`src/rtl/video_pkg.sv`:
```
// Shared video constants, host register map and foreground pixel layout.
package video_pkg;

    localparam int HRES = 640;
    localparam int VRES = 480;

    localparam logic [10:0] ADDR_POS_X = 11'h400;
    localparam logic [10:0] ADDR_POS_Y = 11'h401;
    localparam logic [10:0] ADDR_CTRL  = 11'h402;

    localparam int PIXEL_W   = 15;
    localparam int ALPHA_W   = 3;
    localparam int COLOR_W   = 4;
    localparam int ALPHA_LSB = 12;
    localparam int R_LSB     = 8;
    localparam int G_LSB     = 4;
    localparam int B_LSB     = 0;

    typedef struct packed {
        logic [ALPHA_W-1:0] alpha;
        logic [COLOR_W-1:0] r;
        logic [COLOR_W-1:0] g;
        logic [COLOR_W-1:0] b;
    } pixel_t;

    function automatic pixel_t unpack_pixel(input logic [PIXEL_W-1:0] w);
        pixel_t p;
        p.alpha = w[ALPHA_LSB +: ALPHA_W];
        p.r     = w[R_LSB +: COLOR_W];
        p.g     = w[G_LSB +: COLOR_W];
        p.b     = w[B_LSB +: COLOR_W];
        return p;
    endfunction

endpackage

```
`src/rtl/sprite_ram.sv`:
```
// Sprite pixel store: one write port, one registered read port, read-first.
module sprite_ram #(
    parameter int DEPTH = 256,
    parameter int AW    = 8,
    parameter int W     = 15
) (
    input  logic          clk_i,
    input  logic          wr_en,
    input  logic [AW-1:0] wr_addr,
    input  logic [W-1:0]  wr_data,
    input  logic [AW-1:0] rd_addr,
    output logic [W-1:0]  rd_data
);

    logic [W-1:0] mem [DEPTH];

    // Contents are not reset so the array maps onto block RAM.
    always_ff @(posedge clk_i) begin
        if (wr_en) begin
            mem[wr_addr] <= wr_data;
        end
        rd_data <= mem[rd_addr];
    end

endmodule

```
`src/rtl/sprite_layer.sv`:
```
// Single hardware sprite overlaid on the raster; two-cycle pipeline with
// frame-synchronous commit of position/enable registers.
module sprite_layer
    import video_pkg::*;
#(
    parameter int HSZ               = 10,
    parameter int VSZ               = 9,
    parameter int SIZE              = 16,
    parameter int BLANK_WRITES_ONLY = 1
) (
    input  logic           clk_i,
    input  logic           rstn_i,
    input  logic [HSZ-1:0] hcount_i,
    input  logic [VSZ-1:0] vcount_i,
    input  logic           de_i,
    input  logic           hsync_i,
    input  logic           vsync_i,
    input  logic           wr_valid_i,
    output logic           wr_ready_o,
    input  logic [10:0]    wr_addr_i,
    input  logic [14:0]    wr_data_i,
    output logic [3:0]     fg_r_o,
    output logic [3:0]     fg_g_o,
    output logic [3:0]     fg_b_o,
    output logic [2:0]     fg_alpha_o,
    output logic           de_o,
    output logic           hsync_o,
    output logic           vsync_o,
    output logic           frame_commit_o
);

    localparam int NPIX = SIZE * SIZE;
    localparam int AW   = $clog2(NPIX);
    localparam int LW   = $clog2(SIZE);
    localparam logic BLANK_ONLY = (BLANK_WRITES_ONLY != 0);

    logic           is_pix;
    logic           wr_fire;
    logic           ram_we;

    logic [HSZ-1:0] pos_x_sh, pos_x_act;
    logic [VSZ-1:0] pos_y_sh, pos_y_act;
    logic           en_sh, en_act;

    logic           vsync_q;
    logic           vs_fall;

    logic [HSZ:0]   h_ext, px_ext, px_end;
    logic [VSZ:0]   v_ext, py_ext, py_end;
    logic           hit;
    logic [LW-1:0]  dx, dy;
    logic [AW-1:0]  rd_addr;
    logic [PIXEL_W-1:0] rd_data;
    pixel_t         rd_pix;

    logic           hit_q, de_q, hsync_q;

    // Host write handshake
    assign is_pix     = (wr_addr_i < 11'(NPIX));
    assign wr_ready_o = is_pix ? ~(BLANK_ONLY & de_i) : 1'b1;
    assign wr_fire    = wr_valid_i & wr_ready_o;
    assign ram_we     = wr_fire & is_pix;

    always_ff @(posedge clk_i or negedge rstn_i) begin
        if (!rstn_i) begin
            pos_x_sh <= '0;
            pos_y_sh <= '0;
            en_sh    <= 1'b0;
        end else if (wr_fire) begin
            if (wr_addr_i == ADDR_POS_X) pos_x_sh <= wr_data_i[HSZ-1:0];
            if (wr_addr_i == ADDR_POS_Y) pos_y_sh <= wr_data_i[VSZ-1:0];
            if (wr_addr_i == ADDR_CTRL)  en_sh    <= wr_data_i[0];
        end
    end

    // vsync_q doubles as the first stage of the vsync delay line.
    assign vs_fall = vsync_q & ~vsync_i;

    always_ff @(posedge clk_i or negedge rstn_i) begin
        if (!rstn_i) begin
            pos_x_act      <= '0;
            pos_y_act      <= '0;
            en_act         <= 1'b0;
            frame_commit_o <= 1'b0;
        end else begin
            frame_commit_o <= vs_fall;
            if (vs_fall) begin
                pos_x_act <= pos_x_sh;
                pos_y_act <= pos_y_sh;
                en_act    <= en_sh;
            end
        end
    end

    // Stage 1: hit test on widened operands so pos+SIZE never wraps.
    assign h_ext  = {1'b0, hcount_i};
    assign px_ext = {1'b0, pos_x_act};
    assign px_end = px_ext + (HSZ+1)'(SIZE);
    assign v_ext  = {1'b0, vcount_i};
    assign py_ext = {1'b0, pos_y_act};
    assign py_end = py_ext + (VSZ+1)'(SIZE);

    assign hit = en_act & de_i
               & (h_ext >= px_ext) & (h_ext < px_end)
               & (v_ext >= py_ext) & (v_ext < py_end);

    assign dx      = hcount_i[LW-1:0] - pos_x_act[LW-1:0];
    assign dy      = vcount_i[LW-1:0] - pos_y_act[LW-1:0];
    assign rd_addr = {dy, dx};

    sprite_ram #(
        .DEPTH (NPIX),
        .AW    (AW),
        .W     (PIXEL_W)
    ) u_ram (
        .clk_i   (clk_i),
        .wr_en   (ram_we),
        .wr_addr (wr_addr_i[AW-1:0]),
        .wr_data (wr_data_i),
        .rd_addr (rd_addr),
        .rd_data (rd_data)
    );

    always_ff @(posedge clk_i or negedge rstn_i) begin
        if (!rstn_i) begin
            hit_q   <= 1'b0;
            de_q    <= 1'b0;
            hsync_q <= 1'b1;
            vsync_q <= 1'b1;
        end else begin
            hit_q   <= hit;
            de_q    <= de_i;
            hsync_q <= hsync_i;
            vsync_q <= vsync_i;
        end
    end

    // Stage 2: output mux, transparent black outside the sprite.
    assign rd_pix = unpack_pixel(rd_data);

    always_ff @(posedge clk_i or negedge rstn_i) begin
        if (!rstn_i) begin
            fg_r_o     <= '0;
            fg_g_o     <= '0;
            fg_b_o     <= '0;
            fg_alpha_o <= '0;
            de_o       <= 1'b0;
            hsync_o    <= 1'b1;
            vsync_o    <= 1'b1;
        end else begin
            fg_r_o     <= hit_q ? rd_pix.r     : '0;
            fg_g_o     <= hit_q ? rd_pix.g     : '0;
            fg_b_o     <= hit_q ? rd_pix.b     : '0;
            fg_alpha_o <= hit_q ? rd_pix.alpha : '0;
            de_o       <= de_q;
            hsync_o    <= hsync_q;
            vsync_o    <= vsync_q;
        end
    end

endmodule

```
`config.mk`:
```
export PLATFORM = sky130hd
export DESIGN_NAME = sprite_layer
export DESIGN_NICKNAME = d
export VERILOG_FILES = /design/src/rtl/video_pkg.sv /design/src/rtl/sprite_ram.sv /design/src/rtl/sprite_layer.sv
export SDC_FILE = /design/constraint.sdc
export NUM_CORES = 2
export LEC_CHECK = 0
export ABC_CLOCK_PERIOD_IN_PS = 5850
export CELL_PAD_IN_SITES_DETAIL_PLACEMENT = 0
export CELL_PAD_IN_SITES_GLOBAL_PLACEMENT = 1
export CORE_MARGIN = 5
export CORE_UTILIZATION = 30
export DETAILED_ROUTE_END_ITERATION = 10
export PLACE_DENSITY_LB_ADDON = 0.1
export SYNTH_ARGS = -nofsm -noshare
export SYNTH_HDL_FRONTEND = slang
export SYNTH_SLANG_ARGS = --single-unit
export TNS_END_PERCENT = 30
```
`constraint.sdc`:
```
create_clock -name clk_i -period 5.85 [get_ports clk_i]
set_clock_uncertainty 0.1 [all_clocks]
set_input_delay 1.4625 -clock clk_i [delete_from_list [all_inputs] [get_ports clk_i]]
set_output_delay 1.4625 -clock clk_i [all_outputs]
set_load 0.01 [all_outputs]
```
## Word level (Yosys, flattened, before mapping)

Memories as Yosys holds them, arrays and structs flattened. A register that Yosys moved wholly into a read port is not among the register bits.
Cells that the tools add are included.

- Bits in latches: 0
- Register bits after elaboration: 63
- Bits in writable memories: 3840
- Input port bits: 51
- Memories: 1
- Bits in read-only memories: 0

- Reduce and logical (&&, ||, !) cells: 3
- Bitwise gates (word level): 10
- Magnitude comparators: 5
- Multipliers: 0
- Div/mod/pow operators: 0
- Muxes and demuxes: 7
- Eq/ne operators: 3
- $add $sub $neg: 4
- Shift-type cells: 0

Memory list:

| name | depth | bits a word | rd ports | clocked after memory_dff | wr ports | RTL line | text |
|---|---|---|---|---|---|---|---|
| u_ram.mem | 256 | 15 | 1 | 1 | 1 | sprite_ram.sv:15 | `logic [W-1:0] mem [DEPTH];` |

Operators by type and width:

| kind | count |
|---|---|
| 11-bit == test, second input constant | 3 |
| 4-bit 2-to-1 mux | 3 |
| 10-bit by 5-bit adder with 11-bit output, second input constant | 1 |
| 10-bit by 11-bit < comparator with 1-bit output | 1 |
| 11-bit by 9-bit < comparator with 1-bit output, second input constant | 1 |
| 9-bit by 5-bit adder with 10-bit output, second input constant | 1 |
| 10-bit >= comparator | 1 |
| 9-bit by 10-bit < comparator with 1-bit output | 1 |
| 9-bit >= comparator | 1 |
| 1-bit AND | 8 |
| 4-bit subtractor | 2 |
| 2-bit AND reduction | 3 |
| 1-bit 2-to-1 mux | 3 |
| 3-bit 2-to-1 mux | 1 |
| 1-bit NOT | 2 |

## Longest topological paths before layout

- Word-level depth: 6
- Depth in mapped cells: 14
- Mapped depth without buffers: 12

## By module

From an unflattened synthesis, not the netlist that was laid out.

- Cells, all modules: 6999
- Area, all modules: 150891.0 sq um

Modules (own cells, without submodules):

| module | sequential area each (sq um) | area an instance (sq um) | cells each | instances |
|---|---|---|---|---|
| sprite_ram | 115610.9 | 147611.6 | 6708 | 1 |
| sprite_layer | 1581.5 | 3279.4 | 291 | 1 |

## Worst setup path after synthesis

Ideal clock, no wire load.

- Path kind: input -> register
- Start point: in hcount_i[0]
- End point: reg u_ram.rd_data[10] (read register of u_ram.mem)
- Library setup time: 127 ps
- Slack: 1013 ps
- Path buffers: 4
- Arrival time: 4610 ps
- Stages: 12
- Cell sequence: inv_1 -> ha_1 -> fa_1 -> clkbuf_1 -> clkbuf_1 -> clkbuf_1 -> buf_1 -> mux4_2 -> mux4_2 -> a22oi_1 -> a31oi_1 -> or3_1

- Longest elaborated chain between the ends: 1

Ends and longest elaborated chain:

| element | RTL line | text |
|---|---|---|
| from (decl) | sprite_layer.sv:13 | `input logic [HSZ-1:0] hcount_i,` |
| 4-bit subtractor | sprite_layer.sv:107 | `assign dx = hcount_i[LW-1:0] - pos_x_act[LW-1:0];` |
| to (decl) | sprite_ram.sv:12 | `output logic [W-1:0] rd_data` |

No other way between the ends.
A chain may end at the register's enable or synchronous reset.

## Worst setup path in the final report

- Start point: in hcount_i[0]
- End point: reg u_ram.rd_data[3] (read register of u_ram.mem)

The elaborated chain is that of the path after synthesis.

==> results.cfg <==
[timing]
maxSlewHeadroom_pct = 14.6
timing.final.crit_share_pct = 85.4
report.final.setup_viol = 0
finalHoldViolCount = 0
timing.fmax_ghz = 0.200
worst_path_setup_slack_after_routing_ns = 0.854
final-max-slew-violation-count = 0
unrepaired_setup_endpoints_after_global_routing = no
tightestPinTransition_ns = 1.28
final_period_minus_worst_setup_slack_ns = 5.00

[synth]
synth_cells = 6334
netlist_top_cells_area = edfxtp_1 (76%), mux4_2 (17%), mux2i_1 (1.8%), dfrtp_1 (0.98%), nor2_1 (0.67%)
avgSynthCellArea_um2 = 23.8
synth_top_flop_cell = edfxtp_1
number_of_enable_flip_flop_cells_after_synthesis = 3840
synth.distinct_cells = 48
synthesis.yosys.warnings = 0
synth_area_mm2 = 0.151
synthDominantAreaCellType = edfxtp_1
postSynthNetCount = 6419
synth-seq-area-share_pct = 77.7
fraction_of_synthesis_flops_using_an_asynchronous_set_or_reset_pin_pct = 1.61
synth_top_cell_area_share_pct = 76.4
ys_seq_elements = 3918

[critical_path]
arrival_ns = 5.76
required_ns = 6.61
timing.setup.critical_path_class = in -> reg
crit_path_start_kind = primary input
critPathMaxFanout = 35
timing.critical_path.to_type = register
timing.reg2reg.worst_path_depth = 12

[route]
drt_pass_1_iters = 5
routed_wire_length_per_instance_um = 31.1
routed_wl_mm = 448
drt_first_iter_violations = 5880
remaining_drc_errors = 0
route.antenna.remaining_nets = 0
post_drt_via_cell_ratio = 4.91
routed-via-count = 70700

[cells_and_area]
areaGrowthSynthToFinish_pct = 19.8
final_core_utilization_pct = 36.1
final_cell_mix = edfxtp_1 (3,840), mux4_2 (1,140), buf_4 (687)
mostFrequentLayoutCell = edfxtp_1
post_route_cells_drive_above_1_share_pct = 34.7
nets = 7415
final_design_area_no_fill_mm2 = 0.181

[placement]
dpl-instance-area_mm2 = 0.166
pre_cts_slack_ns = -0.223
dp_hpwl_mm = 276
count_of_input_and_output_buffers = 70
globalplace.congestion = 0.763

[global_route]
number_of_global_route_vias_before_repair = 73700
grt_start_max_net_pins = 137
total_congestion_overflow = 0
wire_length_of_the_first_global_routing_pass_mm = 619
antenna_violations_before_repair = 40
grt_usage_pct = 17.0

[clocking]
cts_tree = yes
holdBufCountCts = 0
tritoncts.num_buffers = 441
cts_post_setup_buffers_inserted = 0
clock_transition_at_the_registers_of_the_reported_paths_ns = 0.06
cts.sink_count = 3918
root_cell_of_the_clock_tree = clkbuf_16
clock_tree.buffer_depth = 4
ctsHtreeMaxLevel = 5
cts_resized = 0
clock_latency_ns = 1.00

[pwr]
power.static_leakage_nw = 57.5
powerDensity_mw_per_mm2 = 344
vdd.ir_drop.worst_mv = 0.260
fin_total_pwr_w = 0.0621

[die]
coreArea_mm2 = 0.501
floorplan.die.width_um = 719
initial_utilization_pct = 30.1
die_height_um = 719
design.portCount = 71
die_area_mm2 = 0.517
placement_rows = 260

[run]
maxCapViolations = 0

[status]
result_of_the_run = finished clean

[min_path]
hold-path-cell-count = 0
hold_path.class = reg -> reg
==> routing by layer <==
| layer | vias up | GRT usage [%] | wire length (um) |
|---|---|---|---|
| li1 | 29200 | - | - |
| met1 | 39300 | 24.8 | 206000 |
| met2 | 1715 | 26.9 | 209000 |
| met3 | 487 | 2.90 | 24400 |
| met4 | 0 | 3.35 | 9100 |
| met5 | - | 0 | 0 |
==> sequential cells by signal, indices dropped and copies added, names as in the netlist, 3 cells and up <==
name	cells
fg_alpha_o	3
u_ram.rd_data	15
fg_r_o	4
pos_x_sh	10
fg_g_o	4
fg_b_o	4
pos_x_act	10
pos_y_act	9
pos_y_sh	9
u_ram.mem	3840
==> power by group <==
part / switching (W) / total, W / internal [W]
sequential: 0.0000587 / 0.0309 / 0.0309
clock: 0.0113 / 0.0272 / 0.0159
combinational: 0.00237 / 0.00396 / 0.00159
total: 0.0138 / 0.0621 / 0.0483
==> logic make-up (layout without fill, tap and decap cells) <==
kind of cell | count (synthesis) | count (layout) | synth area share (%)
flops | 3918 | 3918 | 77.7
mux | 1433 | 1433 | 19.0
simple gates | 441 | 441 | 1.25
buf+inv | 370 | 1735 | 1.17
compound gates | 127 | 127 | 0.567
fa+ha+maj | 34 | 34 | 0.292
xor+xnor | 11 | 11 | 0.0738
other cells | 0 | 18 | 0
==> critical path, stage by stage <==
cell and delay [ns]:
clkdlybuf4s50_1 0.48, inv_1 0.07, ha_4 0.16, fa_4 0.80, buf_12 0.17, buf_12 0.24, buf_12 0.28, mux4_2 0.36
mux2i_1 0.32, buf_4 0.18, mux4_2 0.28, mux2i_1 0.13, a22o_1 0.33, or3_1 0.33
==> final timing paths <==
path                       slack, ns         start               end
max                             0.85   hcount_i[0]  u_ram.rd_data[3]
max in group asynchronous       4.45        rstn_i         fg_r_o[3]
min                             0.25          de_q              de_o
max reg2reg                     1.46  pos_x_act[0]  u_ram.rd_data[3]
min in group asynchronous       0.53        rstn_i      pos_x_act[2]
min reg2reg                     0.25          de_q              de_o
==> cell usage after synthesis, types with 4 or more instances <==
cell type / instances
dfxtp_1: 15
nand3_1: 77
edfxtp_1: 3840
dfstp_2: 4
inv_1: 26
or3_1: 16
mux4_2: 1140
buf_1: 31
mux2i_1: 270
a21oi_1: 8
nand2_1: 44
o21ai_0: 26
and2_1: 15
a21o_1: 6
nor2b_1: 8
mux2_2: 23
a22oi_1: 30
nor2_1: 270
buf_6: 30
clkbuf_1: 170
xnor2_1: 8
dfrtp_1: 59
buf_4: 5
a22o_1: 15
buf_2: 107
ha_1: 32
a31oi_1: 30
==> through the flow <==
| step | hold WS, ns | cells | TNS, ns |
|---|---|---|---|
| after floorplan | 0.231 | 6334 | 0 |
| after global placement | 0.233 | 13600 | -1.75 |
| after detailed placement | 0.235 | 13600 | -1.47 |
| after CTS | 0.247 | 14400 | 0 |
| after global routing | 0.266 | 14400 | 0 |
| final | 0.246 | 14400 | 0 |
==> cell type report <==
class | instances | area [um^2]
fill | 45700 | 321000
sequential | 3918 | 117000
multi-input combinational | 2046 | 32100
clock buffer | 537 | 11500
timing repair buffer | 896 | 8730
tap | 6681 | 8360
clock inverter | 275 | 2670
inverter | 27 | 104
antenna | 18 | 45.0
No activity file was read; power rests on OpenSTA's default activity.
